## config.mk

```make
export PLATFORM = sky130hd
export DESIGN_NAME = imem_loader_flat
export DESIGN_NICKNAME = d
export VERILOG_FILES = /design/src/rtl/imem_loader_if.sv /design/src/rtl/imem_loader.sv /design/src/flat_wrapper.sv
export SDC_FILE = /design/constraint.sdc
export NUM_CORES = 1
export LEC_CHECK = 0
export BUFFER_PORTS_ARGS = -buffer_cell sky130_fd_sc_hd__buf_2
export CAP_MARGIN = 15
export CORE_ASPECT_RATIO = 0.7
export CORE_MARGIN = 2
export CORE_UTILIZATION = 45
export CTS_CLUSTER_SIZE = 30
export DETAILED_ROUTE_END_ITERATION = 8
export PLACE_DENSITY = 0.66
export REMOVE_ABC_BUFFERS = 1
export SLEW_MARGIN = 25
export SYNTH_ARGS = -nofsm -noshare
export SYNTH_HDL_FRONTEND = slang
export SYNTH_SLANG_ARGS = --single-unit
```

## constraint.sdc

```tcl
create_clock -name clk -period 3.5 [get_ports clk]
set_input_delay 0.175 -clock clk [delete_from_list [all_inputs] [get_ports clk]]
set_output_delay 0.175 -clock clk [all_outputs]
set_load 0.02 [all_outputs]
```

## src/rtl/imem_loader_if.sv

```systemverilog
`default_nettype none
// ============================================================================
// Module      : imem_loader_if
// Description : Byte-stream input, instruction-RAM write port and status of
//               the instruction-memory loader.
// Revision    : 1.0 - initial release
// ============================================================================
interface imem_loader_if #(
    parameter int AW = 7
);
    logic [7:0]    s_data;
    logic          s_valid;
    logic          s_ready;
    logic          we;
    logic [AW-1:0] wa;
    logic [31:0]   wd;
    logic          cpu_reset;
    logic          done;
    logic          error;
    logic [AW:0]   words_loaded;

    // Stream source / RAM / CPU side
    modport master (
        output s_data, s_valid,
        input  s_ready, we, wa, wd, cpu_reset, done, error, words_loaded
    );

    // Loader side
    modport slave (
        input  s_data, s_valid,
        output s_ready, we, wa, wd, cpu_reset, done, error, words_loaded
    );
endinterface
`default_nettype wire

```

## src/rtl/imem_loader.sv

```systemverilog
`default_nettype none
// ============================================================================
// Module      : imem_loader
// Description : Receives a header/payload/checksum byte stream, writes 32-bit
//               instruction words to RAM and releases the CPU on success.
// Revision    : 1.0 - initial release
// ============================================================================
module imem_loader #(
    parameter int DEPTH = 128,
    parameter int AW    = 7
) (
    input  wire logic       clk,
    input  wire logic       reset,
    imem_loader_if.slave    bus
);

    typedef enum logic [2:0] {
        S_IDLE = 3'd0,
        S_DATA = 3'd1,
        S_CSUM = 3'd2,
        S_DONE = 3'd3,
        S_ERR  = 3'd4
    } state_t;

    localparam logic [31:0] c_depth = DEPTH;
    localparam logic [AW:0] c_one_n = 1;
    localparam logic [1:0]  c_one_b = 2'd1;

    state_t        r_state;
    logic          r_ready;
    logic          r_we;
    logic [AW-1:0] r_wa;
    logic [31:0]   r_wd;
    logic          r_cpu_reset;
    logic          r_done;
    logic          r_error;
    logic [AW:0]   r_words;
    logic [AW:0]   r_count;
    logic [AW:0]   r_widx;
    logic [1:0]    r_bcnt;
    logic [23:0]   r_asm;
    logic [7:0]    r_xor;

    logic          w_xfer;
    logic          w_hdr_ok;
    logic [AW:0]   w_hdr_n;
    logic          w_last_word;

    assign w_xfer      = bus.s_valid && r_ready;
    assign w_hdr_ok    = (bus.s_data != 8'd0) && ({24'd0, bus.s_data} <= c_depth);
    assign w_hdr_n     = (AW+1)'(bus.s_data);
    // Index is one bit wider than the RAM address so it never wraps within a load
    assign w_last_word = (r_widx == (r_count - c_one_n));

    always_ff @(posedge clk) begin
        if (reset) begin
            r_state     <= S_IDLE;
            r_ready     <= 1'b1;
            r_we        <= 1'b0;
            r_wa        <= '0;
            r_wd        <= '0;
            r_cpu_reset <= 1'b1;
            r_done      <= 1'b0;
            r_error     <= 1'b0;
            r_words     <= '0;
            r_count     <= '0;
            r_widx      <= '0;
            r_bcnt      <= '0;
            r_asm       <= '0;
            r_xor       <= '0;
        end else begin
            r_we <= 1'b0;
            case (r_state)
                S_IDLE: begin
                    if (w_xfer) begin
                        if (w_hdr_ok) begin
                            r_count <= w_hdr_n;
                            r_bcnt  <= '0;
                            r_widx  <= '0;
                            r_xor   <= '0;
                            r_state <= S_DATA;
                        end else begin
                            r_ready <= 1'b0;
                            r_error <= 1'b1;
                            r_state <= S_ERR;
                        end
                    end
                end
                S_DATA: begin
                    if (w_xfer) begin
                        r_xor  <= r_xor ^ bus.s_data;
                        r_bcnt <= r_bcnt + c_one_b;
                        if (r_bcnt == 2'd3) begin
                            // Bytes arrive LSB first, so the 4th byte lands on top
                            r_we    <= 1'b1;
                            r_wa    <= r_widx[AW-1:0];
                            r_wd    <= {bus.s_data, r_asm};
                            r_widx  <= r_widx + c_one_n;
                            r_words <= r_words + c_one_n;
                            if (w_last_word) begin
                                r_state <= S_CSUM;
                            end
                        end else begin
                            r_asm <= {bus.s_data, r_asm[23:8]};
                        end
                    end
                end
                S_CSUM: begin
                    if (w_xfer) begin
                        r_ready <= 1'b0;
                        if (bus.s_data == r_xor) begin
                            r_done      <= 1'b1;
                            r_cpu_reset <= 1'b0;
                            r_state     <= S_DONE;
                        end else begin
                            r_error <= 1'b1;
                            r_state <= S_ERR;
                        end
                    end
                end
                S_DONE: r_state <= S_DONE;
                S_ERR:  r_state <= S_ERR;
                default: begin
                    r_ready <= 1'b0;
                    r_error <= 1'b1;
                    r_state <= S_ERR;
                end
            endcase
        end
    end

    assign bus.s_ready      = r_ready;
    assign bus.we           = r_we;
    assign bus.wa           = r_wa;
    assign bus.wd           = r_wd;
    assign bus.cpu_reset    = r_cpu_reset;
    assign bus.done         = r_done;
    assign bus.error        = r_error;
    assign bus.words_loaded = r_words;

endmodule
`default_nettype wire

```

## src/flat_wrapper.sv

```systemverilog
// flat-port wrapper written by rule: the top's interface ports become plain ports
module imem_loader_flat 
#(
    parameter int DEPTH = 128,
    parameter int AW    = 7
)
  (clk, reset, bus_s_data, bus_s_valid, bus_s_ready, bus_we, bus_wa, bus_wd, bus_cpu_reset, bus_done, bus_error, bus_words_loaded);
  imem_loader_if #(.AW(AW)) bus_i ();
  input  wire logic clk;
  input  wire logic reset;
  input wire logic [$bits(bus_i.s_data)-1:0] bus_s_data;
  input wire logic [$bits(bus_i.s_valid)-1:0] bus_s_valid;
  output wire logic [$bits(bus_i.s_ready)-1:0] bus_s_ready;
  output wire logic [$bits(bus_i.we)-1:0] bus_we;
  output wire logic [$bits(bus_i.wa)-1:0] bus_wa;
  output wire logic [$bits(bus_i.wd)-1:0] bus_wd;
  output wire logic [$bits(bus_i.cpu_reset)-1:0] bus_cpu_reset;
  output wire logic [$bits(bus_i.done)-1:0] bus_done;
  output wire logic [$bits(bus_i.error)-1:0] bus_error;
  output wire logic [$bits(bus_i.words_loaded)-1:0] bus_words_loaded;
  assign bus_i.s_data = bus_s_data;
  assign bus_i.s_valid = bus_s_valid;
  assign bus_s_ready = bus_i.s_ready;
  assign bus_we = bus_i.we;
  assign bus_wa = bus_i.wa;
  assign bus_wd = bus_i.wd;
  assign bus_cpu_reset = bus_i.cpu_reset;
  assign bus_done = bus_i.done;
  assign bus_error = bus_i.error;
  assign bus_words_loaded = bus_i.words_loaded;
  imem_loader #(.DEPTH(DEPTH), .AW(AW)) u_core (.clk(clk), .reset(reset), .bus(bus_i));
endmodule
```

[Yosys cells after proc, flatten, opt, wreduce, memory -nomap -nowiden]
Cells that the tools add are included.
Operators by class
  add/subtract/negate cells: 4
  multipliers: 0
  divide/modulo/power cells: 0
  magnitude comparators: 1
  equal/unequal tests: 15
  shift-type cells: 0
  mux-type cells: 29
  bitwise operators: 5
  reduce and logical (&&, ||, !) cells: 16
Operators with widths (number)
  $mux W8: 5
  $pmux W8 S2: 2
  $mux W3: 7
  $add A8 B1 Y8 const B: 2
  $eq A8 B8 Y1: 2
  $reduce_and A5 Y1: 3
  $ne A2 B1 Y1 const B: 6
  $pmux W3 S4: 1
  $reduce_and A3 Y1: 4
  $le A8 B8 Y1 const B: 1
  $mux W1: 8
  $reduce_and A4 Y1: 2
  $reduce_bool A8 Y1: 1
  $sub A8 B1 Y8 const B: 1
  $xor A8 B8 Y8: 1
  $eq A3 B2 Y1 const B: 2
  $mux W2: 3
  $pmux W1 S3: 2
  $reduce_or A3 Y1: 2
  $ne A2 B2 Y1 const B: 2
  $not A1 Y1: 4
  $pmux W2 S2: 1
  $eq A3 B1 Y1 const B: 1
  $eq A3 B3 Y1 const B: 1
  other kinds (5): 6
Storage, ports and cells
  register bits after elaboration: 105
  bits in latches: 0
  bits in writable memories: 0
  bits in read-only memories: 0
  input bits: 11
  output and inout bits: 52
  logic and storage cells: 84
  memories kept: 0

[Longest topological paths before layout]
  word-level depth: 6
  mapped depth: 9
  depth with buffers taken out: 8

[Least setup slack after synthesis]
Ideal clock, no wire load.
  kind: register to register
  start point: register u_core.r_count[0]
  end point: register u_core.r_state[2]
  setup time: 96 ps
  data arrival time: 2051 ps
  required time: 3404 ps
  slack: 1354 ps
  cell stages (with the launch flop): 10
  period minus slack after synthesis: 2146 ps
  path through: dfxtp_1 inv_1 ha_1 clkbuf_1 nor4b_1 a32oi_1 a21oi_1 a31oi_1 o41a_1 o41ai_2
On the way
  word-level cells in the longest chain between the ends: 4
Ends and longest elaborated chain
  start, declared: line imem_loader.sv:38  | logic [AW:0] r_count;
  start signal, assigned: line imem_loader.sv:77  | r_count <= w_hdr_n;
  $sub A8 B1 Y8: line imem_loader.sv:53  | assign w_last_word = (r_widx == (r_count - c_one_n));
  $eq A8 B8 Y1: line imem_loader.sv:53
  $ne A2 B1 Y1 (no line)
  $reduce_and A5 Y1 (no line)
  end signal, assigned: line imem_loader.sv:57  | r_state <= S_IDLE;
  end signal, assigned: line imem_loader.sv:81  | r_state <= S_DATA;
  end signal, assigned: line imem_loader.sv:85  | r_state <= S_ERR;
  end, declared: line imem_loader.sv:29  | state_t r_state;
Every way passes these cells.
A chain may end at the register's enable or synchronous reset.

[Worst setup path after layout]
  start point: register u_core.r_state[0]
  end point: register u_core.r_wd[15] (netlist: u_core.bus.wd[15])
On the way
  word-level cells in the longest chain between the ends: 2
Ends and longest elaborated chain
  $eq A3 B1 Y1: line imem_loader.sv:73  | case (r_state)
  $reduce_and A3 Y1 (no line)
  end signal, assigned: line imem_loader.sv:97  | r_wd <= {bus.s_data, r_asm};
  end, declared: line imem_loader.sv:33  | logic [31:0] r_wd;
Every way passes these cells.

==> out/qor.txt <==
status -> completed
crit path time final -> 2.43 ns
diode count -> 0
CTS tree -> yes
Die X-Extent -> 123 µm
EDFF count, synth -> 0
global route total overflow -> 0
Comb pwr share -> 15.1%
initial antenna violation count -> 0
die area -> 10700 µm²
final-report setup violation count -> 0
vias in the first global route -> 3246
critical path cell sequence -> inv_1 > nor3_2 > buf_4 > and3_2 > buf_4 > nand2_1 > a21oi_1
Crit-path slowest cell -> and3_2
worst slack, placed -> 1.07 ns
NumNets Final -> 598
setup ws final -> 1.07 ns
RSZ-0062 raised after global routing -> no
final hold slack -> 0.162 ns
hold-fix buffers at CTS -> 0
CTS H-tree depth -> 3
GRT Total Usage -> 19.4%
die height -> 87.1 µm
Tightest Pin Transition -> 0.913 ns
CTS buffer count -> 9
family with the most delay on the worst path -> simple AND/OR/NAND/NOR gates
Filler Cell Count -> 907
Leak Pwr -> 0.00194 µW
Worst setup SP type -> flip-flop
DRC -> 0
Cell variety after synth -> 50
ratio of cells with drive above 1 in the final layout -> 17.0%
Sink Count -> 105
sw power -> 764 µW
Seq/Total Area, Yosys -> 47.4%
Skew-Pair Late Insertion Delay -> 0.35 ns
Setup TNS Final -> 0 ns
post-synth top area share -> 47.4%
CP max stage delay -> 0.51 ns
Pwr per Cell Area -> 568 nW/µm²
fmax -> 411 MHz
I/O pin count -> 63
GPL Wtd Cong -> 0.845
core footprint -> 9650 µm²
CTS Buffer Depth -> 2
WL final -> 9.98 mm
pin count of the biggest net entering global routing -> 49
number of I/O port buffers -> 62
Initial DRT Pass Iterations -> 5
DR vias -> 3705
first-pass GRT wire length -> 16.1 mm
cell row count -> 30
Post-synth ARST share -> 0%
worst rel slew slack -> 39.1%
DP Wirelength -> 6.75 mm
crit-path max FO -> 26
Synth Area per Inst -> 8.14 µm²
Cell Int Power -> 2150 µW
synthesized cell area -> 4430 µm²
Crit path top cell by count -> buf_4
clock root cell -> clkbuf_16
Area Growth Syn to Fin -> 15.9%
Synth top cells by count -> nand2_1, dfxtp_1, a21oi_1
Syn Inst Count -> 545
Net Sw Frac -> 26.2%
Wirelength per Cell -> 13.9 µm
VDD IR max -> 0.328 mV
worst min-delay path class -> primary input to flip-flop
CTS clk-pin slew, worst paths -> 0.07 ns
Sequential Power Share -> 44.8%
Initial Util -> 46.0%
remaining antenna violation count -> 0
post-CTS setup buffers -> 0
Clock Power Share -> 40.1%
register bit total from synthesis -> 105
crit end category -> flip-flop
Synth area leaders -> dfxtp_1, nand2_1, a21oi_1, xnor2_1, nor2_1
top_reg_cell synth -> dfxtp_1
Yosys Warn Count -> 0
final hold vios -> 0
post-synth top area cell -> dfxtp_1
critical path required time -> 3.77 ns
Max Slew Vio Count -> 0
crit path buf inv count -> 3
cts repair resizes -> 0
crit share post-route -> 69.5%
fin util -> 53.3%
Initial DRC Count -> 266
Clock Skew -> 0.00620 ns
top-count cell post-synth -> nand2_1
Via density -> 5.17
Maximum Capacitance Violations -> 0
WS Path Type -> flip-flop to flip-flop
WP data arrival -> 2.70 ns
## cell usage in the layout, fill, tap and decap left out, drive strengths merged, types with 3 or more instances in the layout
master and instances:
nand2 139, dfxtp 105, a21oi 70, buf 69
nor2 41, xnor2 20, nand3 16, xor2 15
inv 14, o21ai 12, clkbuf 12, nand4 10
mux2i 9, a22oi 8, and3 5, ha 4
a21o 3, nand2b 3, bufinv 3, nor3 3
nor4 3, and2 3
## tightest hold or removal path, stage by stage
cell and delay (ns):
buf_2 0.16, nand2_1 0.07, a21oi_1 0.05
## power by group through the flow
stage	Clock (µW)	Combinational [µW]	Sequential, µW
CTS	1200	436	1310
global placement	0	424	1330
floorplan	0	301	1330
finish	1170	439	1310
detailed placement	0	433	1330
global route	1240	480	1310
## worst paths after layout
path                     startpoint  depth (start not counted)  slack [ns]           endpoint
setup / recovery  u_core.r_state[0]                          7        1.07  u_core.bus.wd[15]
hold / removal        bus_s_data[1]                          3        0.16  u_core.bus.wd[25]
setup reg to reg  u_core.r_state[0]                          7        1.07  u_core.bus.wd[15]
hold reg to reg   u_core.bus.wd[15]                          2        0.45  u_core.bus.wd[15]
## sequential cells by signal, indices dropped and copies added (netlist names)
signal	flops
u_core.bus.done	1
u_core.r_widx	8
u_core.bus.words_loaded	8
u_core.r_count	8
u_core.bus.wa	7
u_core.r_asm	24
u_core.bus.we	1
u_core.r_state	3
u_core.bus.error	1
u_core.bus.wd	32
u_core.bus.cpu_reset	1
u_core.r_bcnt	2
u_core.bus.s_ready	1
u_core.r_xor	8
## layout make-up
| type | count | area (µm²) | area share [%] |
|---|---|---|---|
| Clock buffer | 12 | 256 | 4.99 |
| Clock inverter | 4 | 98.8 | 1.92 |
| Inverter | 14 | 52.6 | 1.02 |
| Multi-Input combinational cell | 384 | 2100 | 41.0 |
| Sequential cell | 105 | 2100 | 40.9 |
| Tap cell | 128 | 160 | 3.12 |
| Timing Repair Buffer | 69 | 363 | 7.06 |
## through the flow
step	instance area [µm²]	cells	power, µW
after floorplan	4250	503	1630
after detailed placement	4780	700	1770
after global routing	5140	716	3040
after CTS	5140	716	2940
after global placement	4780	700	1760
final	5140	716	2920
## per-layer routing
metal  global-route usage (%)  vias up  share of wire [%]  wire, µm
met3                     5.37        8                5.0       501
li1                         -     1873                  -         -
met4                     5.12        0               0.97        97
met5                        0        -                  0         0
met1                     27.5     1737                 51      5120
met2                     29.0       87                 43      4260
## kinds of logic after synthesis
| family | count (synthesis) | share of synthesized area (%) |
|---|---|---|
| adders and majority gates | 4 | 1.13 |
| and+or+nand+nor | 230 | 23.1 |
| DFF | 105 | 47.4 |
| buffers and inverters | 56 | 5.33 |
| muxes | 9 | 2.03 |
| AOI/OAI and AO/OA | 106 | 13.9 |
| xor gates and xnor gates | 35 | 7.08 |
Power figures use the tool's default switching activity.
